File: src/rtl/calc3_port_issuer.sv
// calc3_port_issuer: per-port command issuer with 4-entry tag allocation.
// Drives the two-cycle command protocol (opcode + operand 1, then operand 2)
// and forwards port responses as registered completions.
// Optional feature macro: CALC3_TAG_CHECK_EN (drop responses for tags that
// are not outstanding and raise a sticky err_tag).
module calc3_port_issuer #(
   parameter int INSTR_WD = 4,
   parameter int REG_WD   = 32,
   parameter int RSP_WD   = 2
) (
   input  logic                clock,
   input  logic                reset,
   input  logic                req_valid,
   output logic                req_ready,
   input  logic [INSTR_WD-1:0] req_op,
   input  logic [REG_WD-1:0]   req_d1,
   input  logic [REG_WD-1:0]   req_d2,
   output logic [INSTR_WD-1:0] op,
   output logic [REG_WD-1:0]   data_in,
   output logic [1:0]          tag_in,
   input  logic [RSP_WD-1:0]   resp,
   input  logic [REG_WD-1:0]   data_out,
   input  logic [1:0]          tag_out,
   output logic                cpl_valid,
   output logic [RSP_WD-1:0]   cpl_resp,
   output logic [REG_WD-1:0]   cpl_data,
   output logic [1:0]          cpl_tag,
   output logic                busy,
   output logic                err_tag
);

   localparam logic [1:0] ST_IDLE  = 2'd0;
   localparam logic [1:0] ST_CMD   = 2'd1;
   localparam logic [1:0] ST_OPND2 = 2'd2;

   logic [1:0]        state_p1;
   logic [3:0]        outst_p1;
   logic [REG_WD-1:0] d2_p1;

   logic [1:0] alloc_tag;
   logic       have_free;
   logic       accept;
   logic       issue;
   logic       resp_hit;
   logic       fwd;
   logic [3:0] set_mask;
   logic [3:0] clr_mask;

   // Lowest-numbered free tag, taken from the registered bitmap only so a tag
   // retiring this cycle is not handed out until the next one.
   always_comb begin
      alloc_tag = 2'd0;
      for (int i = 3; i >= 0; i--) begin
         if (!outst_p1[i]) alloc_tag = 2'(i);
      end
   end

   assign have_free = ~&outst_p1;
   assign req_ready = !reset && ((state_p1 == ST_IDLE) || (state_p1 == ST_OPND2)) && have_free;
   assign accept    = req_valid && req_ready;
   assign issue     = accept && (req_op != '0);
   assign resp_hit  = (resp != '0);

`ifdef CALC3_TAG_CHECK_EN
   logic spurious;
   assign fwd      = resp_hit && outst_p1[tag_out];
   assign spurious = resp_hit && !outst_p1[tag_out];
`else
   assign fwd      = resp_hit;
`endif

   assign set_mask = issue ? (4'b0001 << alloc_tag) : 4'b0000;
   assign clr_mask = fwd   ? (4'b0001 << tag_out)   : 4'b0000;
   assign busy     = |outst_p1;

   // Issue FSM; port lines are registered so each state's values appear in
   // the cycle the FSM occupies that state.
   always_ff @(posedge clock) begin
      if (reset) begin
         state_p1 <= ST_IDLE;
         op       <= '0;
         data_in  <= '0;
         tag_in   <= 2'd0;
      end else if (issue) begin
         state_p1 <= ST_CMD;
         op       <= req_op;
         data_in  <= req_d1;
         tag_in   <= alloc_tag;
      end else if (state_p1 == ST_CMD) begin
         state_p1 <= ST_OPND2;
         op       <= '0;
         data_in  <= d2_p1;
         tag_in   <= 2'd0;
      end else begin
         state_p1 <= ST_IDLE;
         op       <= '0;
         data_in  <= '0;
         tag_in   <= 2'd0;
      end
   end

   // Operand 2 is parked here until the second protocol beat.
   always_ff @(posedge clock) begin
      if (issue) d2_p1 <= req_d2;
   end

   // Outstanding-tag bitmap: allocation sets, forwarded responses clear.
   always_ff @(posedge clock) begin
      if (reset) outst_p1 <= 4'b0000;
      else       outst_p1 <= (outst_p1 & ~clr_mask) | set_mask;
   end

   // Completion register: strobe for one cycle, payload holds between strobes.
   always_ff @(posedge clock) begin
      if (reset) begin
         cpl_valid <= 1'b0;
         cpl_resp  <= '0;
         cpl_data  <= '0;
         cpl_tag   <= 2'd0;
      end else begin
         cpl_valid <= fwd;
         if (fwd) begin
            cpl_resp <= resp;
            cpl_data <= data_out;
            cpl_tag  <= tag_out;
         end
      end
   end

`ifdef CALC3_TAG_CHECK_EN
   // Sticky flag for responses carrying a tag that is not outstanding.
   always_ff @(posedge clock) begin
      if (reset)         err_tag <= 1'b0;
      else if (spurious) err_tag <= 1'b1;
   end
`else
   assign err_tag = 1'b0;
`endif

endmodule

File: config.mk
export PLATFORM = sky130hd
export DESIGN_NAME = calc3_port_issuer
export DESIGN_NICKNAME = d
export VERILOG_FILES = /design/src/rtl/calc3_port_issuer.sv
export SDC_FILE = /design/constraint.sdc
export NUM_CORES = 1
export LEC_CHECK = 0
export ABC_AREA = 1
export BUFFER_PORTS_ARGS = -buffer_cell sky130_fd_sc_hd__clkbuf_2
export CAP_MARGIN = 5
export CORE_UTILIZATION = 30
export DETAILED_ROUTE_END_ITERATION = 10
export MAX_ROUTING_LAYER = met4
export PLACE_DENSITY = 0.56
export SLEW_MARGIN = 0
export SYNTH_ARGS = -nofsm -noshare
export SYNTH_HDL_FRONTEND = slang
export SYNTH_SLANG_ARGS = --single-unit
File: constraint.sdc
create_clock -name clock -period 2.3 [get_ports clock]
set_input_delay 0.115 -clock clock [delete_from_list [all_inputs] [get_ports clock]]
set_output_delay 0.115 -clock clock [all_outputs]
set_load 0.1 [all_outputs]
==> metrics, run 1 <==
Multi-input gate area=0.001125 mm^2; global-route wire length before repair=16040 um; final setup fails=0; area leader, netlist=dfxtp_1; share of cells above drive strength 1=0.3448; Register Area=0.002582 mm^2; area grow syn2layout=67.38%; largest net degree at the start of global routing=50; Tightest Pin Transition=0.8269 ns; crit path max fanout=6; CTS tree=built; ANT cells=0; startpoint types=flop; Pins Over Slew Limit=0; status=finished, final reports clean; Synth area leaders=dfxtp_1 (42%), edfxtp_1 (25%), nor2_1 (7.3%); vias in the first global route=3499; area share of the largest cell type after synthesis=0.4169; RSZ-0062 raised after global routing=no; CTS sink cnt=113; post-route cell area=0.006511 mm^2; GR peak layer=met2; Final Util=0.5160; Die Y=115.9 um; post-synth cell types=23; Core Box Area=0.01262 mm^2; # Max-Cap Violations=0; final hold violation count=0; initial antenna violation count=0; setup TNS=0 ns; Rows=41; Post-DP Area=0.004949 mm^2; met3 usage=0.04864; # IOs=185; synthesized cell area=0.003890 mm^2; DR DRC count=0; syn avg cell area=9.848 um^2; Antenna Nets Post-Route=0; Worst Skew=0.007284 ns; Max-slew headroom=0.4481; # hold bufs at CTS=103; Die ar.=0.01343 mm^2; Mapped Nets=502; Post-CTS Setup Bufs=0; Max Freq=589.7 MHz; drt pass-1 iters=4; Clock transition at path regs=0.05 ns; CTS buffer count=17; met1 global-route usage=0.1686; top cell family by delay on the critical path=buffers and inverters; IO buf count=183; post-CTS resize count=0; #FFs+latches synth=113; gate count of the mapped netlist=395; element type at the critical path end=primary output; CP Buf/Inv Count=2; Synth warnings=0; drt total wl=10590 um; Power Density=863.2 mW/mm^2; GRT Residual Overflow=0; vias per cell=4.227; Initial Util=0.3082; hold_sp=data_out[27]; fin crit share=0.7373; Iteration-0 DRC Markers=95; Max clock buf depth=2; Final HPWL DP=6530 um; CP peak stage delay=0.42 ns; GRT met2 Usage=0.2766; Final GP Congestion=0.7217; hold worst-path end=cpl_data[27]; Total Nets Final=790; RR Startpoint=outst_p1[1]; via count=3669; fillcell total=1165; clock root cell=clkbuf_16; hold depth=3; wire per inst=12.20 um; worst skew pair latency=0.41 ns; die width=115.9 um; maximum VDD drop=443.2 uV; critical path cell sequence=nand2_2 -> o21ai_4 -> inv_1 -> clkbuf_2; htree depth=4; worst reg-to-reg setup slack=0.76 ns; LEAKAGE=0.002957 uW; WP data required=2.18 ns; min cycle time layout=1.696 ns; R2R cell count=4; Crit path arrival time=1.58 ns; Worst path slowest cell=dfxtp_1; Min-Delay Path Class=in2reg; total track usage=0.1640; kind of critical path=reg2out; FF-to-FF End=d2_p1[10]; Seq/Total Area, Yosys=0.6639
-- flip-flops by register name, indices dropped and copies added, names as in the netlist --
signal and flops:
op 4, cpl_tag 2, cpl_data 32, tag_in 2, cpl_valid 1, d2_p1 32, state_p1 2, data_in 32
outst_p1 4, cpl_resp 2
-- kinds of logic (layout without fill, tap and decap cells) --
logic type | Yosys count | in the layout | synth area share
flip-flops | 113 | 113 | 0.6639
other | 1 | 1 | 0.0009640
AND/OR/NAND/NOR | 165 | 165 | 0.1743
AO/OA/AOI/OAI | 78 | 78 | 0.1139
buffers and inverters | 38 | 339 | 0.04695
-- synthesized netlist by cell type --
| cell type | number |
|---|---|
| nor2_4 | 2 |
| nand2_1 | 71 |
| nor3b_2 | 1 |
| buf_8 | 1 |
| inv_2 | 1 |
| nand3_1 | 1 |
| clkbuf_1 | 12 |
| nor3_1 | 1 |
| dfxtp_1 | 81 |
| o21ai_4 | 1 |
| o21ai_0 | 36 |
| inv_1 | 15 |
| buf_4 | 2 |
| nor2_1 | 76 |
| conb_1 | 1 |
| a21oi_2 | 10 |
| a21oi_1 | 30 |
| buf_2 | 5 |
| a31o_2 | 1 |
| nand2_2 | 11 |
| edfxtp_1 | 32 |
| buf_6 | 2 |
| nor2_2 | 2 |
-- how the worst max path moves through the flow --
stage | start | end | slack (ns) | cells after the start
2_1_floorplan | outst_p1[1] | d2_p1[0] | 0.99 | 4
5_1_grt | outst_p1[1] | req_ready | 0.55 | 4
3_3_place_gp | outst_p1[1] | d2_p1[9] | 0.79 | 4
3_5_place_dp | outst_p1[1] | d2_p1[7] | 0.77 | 4
6_report | outst_p1[1] | req_ready | 0.60 | 4
4_1_cts | outst_p1[1] | req_ready | 0.59 | 4
-- metrics by stage --
step / hold slack [ns] / instances / setup WS [ns] / total power [uW]
4_1_cts: 0.005757 / 868 / 0.5920 / 5682
3_3_place_gp: 0.2943 / 733 / 0.7949 / 3168
5_1_grt: 0.03966 / 868 / 0.5460 / 5851
6_report: 0.02927 / 868 / 0.6043 / 5620
3_5_place_dp: 0.2937 / 733 / 0.7723 / 3179
2_1_floorplan: 0.2139 / 395 / 0.9920 / 2966
-- worst register-to-register path: stages (launching register included) --
cell and delay [ns]:
dfxtp_1 0.36, nand2_2 0.13, o21ai_4 0.08, nor2_4 0.08, buf_4 0.49
-- per-layer routing --
metal,share of wire,up-vias
li1,-,1858
met1,0.41,1674
met2,0.51,112
met3,0.048,25
met4,0.028,0
met5,0,-
-- report_power, final --
group | switching [uW] | internal [uW]
sequential | 39.7 | 2160
combinational | 796 | 285
clock | 833 | 1510
-- placed cells by master (no fill, tap or decap) --
cell / Yosys / routed
nor2_1: 76 / 76
clkbuf_8: 0 / 2
edfxtp_1: 32 / 32
buf_12: 0 / 1
buf_4: 2 / 4
clkbuf_16: 0 / 17
inv_2: 1 / 1
o21ai_0: 36 / 36
nor2_4: 2 / 2
nand2_1: 71 / 71
clkinv_1: 0 / 6
nor3b_2: 1 / 1
o21ai_4: 1 / 1
a21oi_1: 30 / 30
clkinv_2: 0 / 3
clkbuf_1: 12 / 3
nor2_2: 2 / 2
a21oi_2: 10 / 10
clkbuf_2: 0 / 183
a31o_2: 1 / 1
nand2_2: 11 / 11
conb_1: 1 / 1
dfxtp_1: 81 / 81
nor3_1: 1 / 1
dlygate4sd3_1: 0 / 103
nand3_1: 1 / 1
bufinv_16: 0 / 1
inv_1: 15 / 15
-- final cells by class --
cell class              instances  share of cell area
flip-flops and latches        113              0.3966
clock buffers                  22             0.07129
clock inverters                10             0.01038
inverters                      16            0.009224
repair buffers                291              0.3067
well taps                     172             0.03305
multi-input cells             244              0.1728
Power figures use the tool's default switching activity.
==> inputs of run 2 (changes only) <==
--- a/config.mk
+++ b/config.mk
@@ -11,7 +11,7 @@
 export CORE_UTILIZATION = 30
 export DETAILED_ROUTE_END_ITERATION = 10
 export MAX_ROUTING_LAYER = met4
-export PLACE_DENSITY = 0.56
+export PLACE_DENSITY = 0.58
 export SLEW_MARGIN = 0
 export SYNTH_ARGS = -nofsm -noshare
 export SYNTH_HDL_FRONTEND = slang
==> constraint.sdc (replaced) <==
create_clock -name clock -period 1.5 [get_ports clock]
set_input_delay 0.075 -clock clock [delete_from_list [all_inputs] [get_ports clock]]
set_output_delay 0.075 -clock clock [all_outputs]
set_load 0.1 [all_outputs]
==> metrics, run 2 (synthesized netlist as in run 1, its figures left out) <==
status=finished, final reports clean; Net Sw Frac=0.3039 (+0.007059); area grow syn2layout=70.25%; largest net degree at the start of global routing=45 (-10%); drt pass-1 iters=6 (+2); kind of critical path=in2reg; Min-Delay Path Class=in2reg; Worst path slowest cell=dlygate4sd3_1; # IOs=185 (unchanged); Max-slew headroom=0.6248 (+0.1767); Power Density=1270 mW/mm^2 (+47%); worst skew pair latency=0.41 ns (about the same); Clk network pwr share=0.396 (-0.021); GRT Residual Overflow=0 (unchanged); Iteration-0 DRC Markers=128 (+35%); Seq pwr share=0.401 (+0.010); global-route wire length before repair=16240 um (+1.2%); Multi-input gate area=0.001125 mm^2 (unchanged); Worst Skew=0.01128 ns (+0.004001 ns); Register Area=0.002586 mm^2 (+0.15%); DR DRC count=0 (unchanged); element type at the critical path end=flop; commonest non-fill, non-tap cells in the layout=clkbuf_2 (181), dlygate4sd3_1 (107), dfxtp_1 (78), nor2_1 (76), nand2_1 (71); Antenna Nets Post-Route=0 (unchanged); switching power total=2557 uW (+53%); CTS tree=built; LEAKAGE=0.003009 uW (+1.8%); Largest regs=cpl_data x32, d2_p1 x32, data_in x32; Die ar.=0.01343 mm^2 (unchanged); Max clock buf depth=2 (unchanged); clock root cell=clkbuf_16; CTS buffer count=17 (unchanged); drt total wl=11090 um (+4.7%); CP most frequent cell=nand2_1; final setup fails=0 (unchanged); crit path max fanout=22 (+16); WP data required=1.61 ns (-0.57 ns); Hold WS=0.1386 ns (+0.1093 ns); CP peak stage delay=0.53 ns (+0.11 ns); Final HPWL DP=6543 um (+0.20%); final hold violation count=0 (unchanged); Pins Over Slew Limit=0 (unchanged); via count=3756 (+2.4%); RSZ-0062 raised after global routing=no; Crit path arrival time=1.52 ns (-0.06 ns); Core Box Area=0.01262 mm^2 (unchanged); ANT cells=0 (unchanged); internal power=5855 uW (+48%); min cycle time layout=1.415 ns; Post-Place Cells=740 (+0.95%); fillcell total=1127 (-3.3%); setup TNS=0 ns (unchanged); vias in the first global route=3653 (+4.4%); fin crit share=0.9430; Rows=41 (unchanged); CTS sink cnt=113 (unchanged); Max Freq=706.9 MHz; maximum VDD drop=922.0 uV (+110%); Total Nets Final=802 (+1.5%); Tightest Pin Transition=0.5652 ns (-0.2617 ns); Final GP Congestion=0.7706 (+6.8%); Layout Cells excl Fill=880 (+1.4%); critical path cell sequence=dlygate4sd3_1 -> clkbuf_2 -> nor2_1 -> nand2_1 -> nand2_1 -> nor2_4 -> clkbuf_16; die width=115.9 um (unchanged); top cell family by delay on the critical path=buffers and inverters; Initial Util=0.3082 (unchanged); initial antenna violation count=0 (unchanged); CP Buf/Inv Count=3 (+1); htree depth=4 (unchanged); combinational fraction of design power=0.203 (+0.011); share of cells above drive strength 1=0.3545 (+0.009692); crit path launch=req_op[2]; RR Startpoint=state_p1[0]; vias per cell=4.268 (+0.98%); IO buf count=183 (unchanged); # Max-Cap Violations=0 (unchanged); startpoint types=input port; total track usage=0.1675 (+0.003488); Die Y=115.9 um (unchanged); Clock transition at path regs=0.05 ns (about the same); hold_sp=reset; wire per inst=12.60 um (+3.3%); commonest non-fill, non-tap cell in the layout=clkbuf_2
run 2: changes by cell type in the layout (fill, tap and decap cells not counted), moves of 2 or more:
cell           previous run  this run
buf_12                    1         3
buf_4                     4        11
clkbuf_1                  3         7
clkbuf_2                183       181
clkbuf_8                  2         0
clkinv_1                  6         2
clkinv_2                  3         5
dfxtp_1                  81        78
dfxtp_2                   0         3
dlygate4sd3_1           103       107
run 2: path summary, 6_finish.rpt:
path | end | slack [ns] | cells past startpoint
hold reg to reg | cpl_tag[0] | 0.46 | 2
setup / recovery | d2_p1[16] | 0.09 | 7
setup reg to reg | d2_p1[16] | 0.11 | 4
hold / removal | cpl_valid | 0.14 | 3
run 2: area by class of cell:
class                           instances  share of cell area
Timing Repair Buffer                  303              0.3238
Tap cell                              172             0.03250
Sequential cell                       113              0.3905
Inverter                               16            0.009069
Clock inverter                          8            0.006046
Clock buffer                           24             0.06820
Multi-Input combinational cell        244              0.1698
run 2: tightest hold or removal path: stages:
cell and delay (ns):
clkbuf_2 0.11, buf_4 0.21, nor2_1 0.11
run 2: timing repair:
action	CTS	global route
hold endpoints to repair	105	0
setup endpoints to repair	0	10
resized for setup	0	3
buffers inserted	0	0
hold buffers	107	0
run 2: layer usage:
| layer | up-vias | GRT usage | part of all wire | wire length [um] |
|---|---|---|---|---|
| li1 | 1883 | - | - | - |
| met4 | 0 | 0.09231 | 0.025 | 280 |
| met3 | 21 | 0.05492 | 0.053 | 589 |
| met5 | - | - | 0 | 0 |
| met2 | 134 | 0.2933 | 0.53 | 5862 |
| met1 | 1718 | 0.1631 | 0.39 | 4353 |
run 2: stage by stage:
step	power (uW)	setup slack [ns]	util	cell area, um^2
after floorplan	4549	0.1920	-	3890
after global placement	4882	0.1705	0.3987	5031
after detailed placement	4897	0.1596	0.3987	5031
after CTS	8482	0.03606	0.5225	6594
after global routing	8724	0.006516	0.5248	6623
final	8411	0.08543	0.5248	6623
run 2: power groups by stage:
stage	sequential (uW)	combinational, uW	clock (uW)
finish	3370	1710	3330
floorplan	4250	299	0
detailed placement	3430	1470	0
global placement	3420	1460	0
CTS	3370	1690	3420
global route	3380	1790	3550
==> inputs of run 3 (changes only) <==
--- a/config.mk
+++ b/config.mk
@@ -11,7 +11,7 @@
 export CORE_UTILIZATION = 30
 export DETAILED_ROUTE_END_ITERATION = 10
 export MAX_ROUTING_LAYER = met4
-export PLACE_DENSITY = 0.58
+export PLACE_DENSITY_LB_ADDON = 0.08
 export SLEW_MARGIN = 0
 export SYNTH_ARGS = -nofsm -noshare
 export SYNTH_HDL_FRONTEND = slang
==> metrics, run 3 (synthesized netlist as in run 1, its figures left out) <==
maximum VDD drop=729.8 uV (-21%); IO buf count=183 (unchanged); drt total wl=10420 um (-6.0%); Max clock buf depth=2 (unchanged); Total Nets Final=798 (-0.50%); Tot Pwr=8725 uW (+3.7%); # Max-Cap Violations=0 (unchanged); ANT cells=0 (unchanged); worst skew pair latency=0.40 ns (about the same); element type at the critical path end=primary output; kind of critical path=reg2out; Antenna Nets Post-Route=0 (unchanged); drt pass-1 iters=4 (-2); RSZ-0062 raised after global routing=no; vias per cell=4.156 (-2.6%); CTS buffer count=17 (unchanged); CTS sink cnt=113 (unchanged); GRT Residual Overflow=0 (unchanged); final hold violation count=0 (unchanged); Core Box Area=0.01262 mm^2 (unchanged); Power Density=1320 mW/mm^2 (+3.9%); crit path max fanout=6 (-73%); fin crit share=0.9439 (about the same); setup TNS=0 ns (unchanged); Max-slew headroom=0.6236 (-0.001245); Hold WS=0.01696 ns (-0.1216 ns); Multi-input gate area=0.001125 mm^2 (unchanged); share of cells above drive strength 1=0.3509 (-0.003668); clock root cell=clkbuf_16; vias in the first global route=3566 (-2.4%); area grow syn2layout=69.89%; startpoint types=flop; Iteration-0 DRC Markers=173 (+35%); final setup fails=0 (unchanged); WP data required=1.42 ns (-0.19 ns); Die Y=115.9 um (unchanged); global-route wire length before repair=16200 um (-0.21%); die width=115.9 um (unchanged); Post-CTS Setup Bufs=0 (unchanged); Clock transition at path regs=0.05 ns (about the same); Die ar.=0.01343 mm^2 (unchanged); Max Freq=706.3 MHz (about the same); status=finished, final reports clean; Post-Place Cells=738 (-0.27%); fillcell total=1192 (+5.8%); # IOs=185 (unchanged); initial antenna violation count=0 (unchanged); LEAKAGE=0.003005 uW (-0.15%); total track usage=0.1653 (-0.002276); wire per inst=11.89 um (-5.6%); Register Area=0.002585 mm^2 (about the same); Initial Util=0.3082 (unchanged); largest net degree at the start of global routing=49 (+8.9%); commonest non-fill, non-tap cells in the layout=clkbuf_2 (181), dlygate4sd3_1 (106), dfxtp_1 (79), nor2_1 (76), nand2_1 (71); Min-Delay Path Class=in2reg; via count=3641 (-3.1%); Layout Cells excl Fill=876 (-0.45%); Pins Over Slew Limit=0 (unchanged); Rows=41 (unchanged); Final GP Congestion=0.7130 (-7.5%); Tightest Pin Transition=0.5671 ns (+0.001875 ns); Worst Skew=0.006455 ns (-0.004830 ns); min cycle time layout=1.416 ns (+0.001239 ns); Largest regs=cpl_data x32, d2_p1 x32, data_in x32; DR DRC count=0 (unchanged); Final HPWL DP=6497 um (-0.71%); htree depth=4 (unchanged); CTS tree=built; Crit path arrival time=1.34 ns (-0.18 ns); commonest non-fill, non-tap cell in the layout=clkbuf_2
run 3: cell count changes in the layout (fill, tap and decap cells not counted), sizes merged:
| cell | before | now |
|---|---|---|
| buf | 14 | 12 |
| bufinv | 0 | 2 |
| clkbuf | 206 | 204 |
| clkinvlp | 1 | 0 |
| dlygate4sd3 | 107 | 106 |
run 3: final timing paths:
kind	cells past startpoint	start	slack (ns)	to
hold / removal	4	reset	0.02	state_p1[0]
setup / recovery	4	outst_p1[3]	0.08	req_ready
setup reg to reg	4	state_p1[0]	0.22	d2_p1[26]
hold reg to reg	2	cpl_resp[1]	0.46	cpl_resp[1]
run 3: cell type report:
cell class                 instances  share of cell area
clock buffer                      23             0.06778
timing repair buffer             299              0.3150
tap                              172             0.03256
clock inverter                     9             0.01382
sequential                       113              0.3911
multi-input combinational        244              0.1702
inverter                          16            0.009466
run 3: timing repair:
item / in CTS / in global routing
endpoints found under the hold margin: 105 / 0
gates resized for setup: 0 / 4
hold buffers: 106 / 0
endpoints found under the setup margin: 0 / 3
run 3: metal layers:
| metal | global-route usage | vias up | part of all wire |
|---|---|---|---|
| li1 | - | 1871 | - |
| met1 | 0.1751 | 1632 | 0.43 |
| met2 | 0.2813 | 123 | 0.50 |
| met3 | 0.04916 | 15 | 0.054 |
| met4 | 0.07949 | 0 | 0.016 |
| met5 | - | - | 0 |
run 3: through the flow:
step / worst slack (ns) / area, um^2 / utilization
after global placement: 0.2388 / 5004 / 0.3965
after detailed placement: 0.2244 / 5004 / 0.3965
final: 0.08419 / 6609 / 0.5237
after global routing: 0.01687 / 6609 / 0.5237
after floorplan: 0.1920 / 3890 / -
after CTS: 0.03231 / 6604 / 0.5233
run 3: where the power goes:
group / internal, uW / total [uW] / switching (uW)
Sequential: 3310 / 3370 / 60.3
Clock: 2410 / 3680 / 1270
Combinational: 458 / 1680 / 1220
run 3: critical path, cell delays in order (launching register included):
cell and delay, ns:
dfxtp_2 0.36, nand2_1 0.10, o21ai_4 0.21, inv_1 0.10, buf_12 0.17
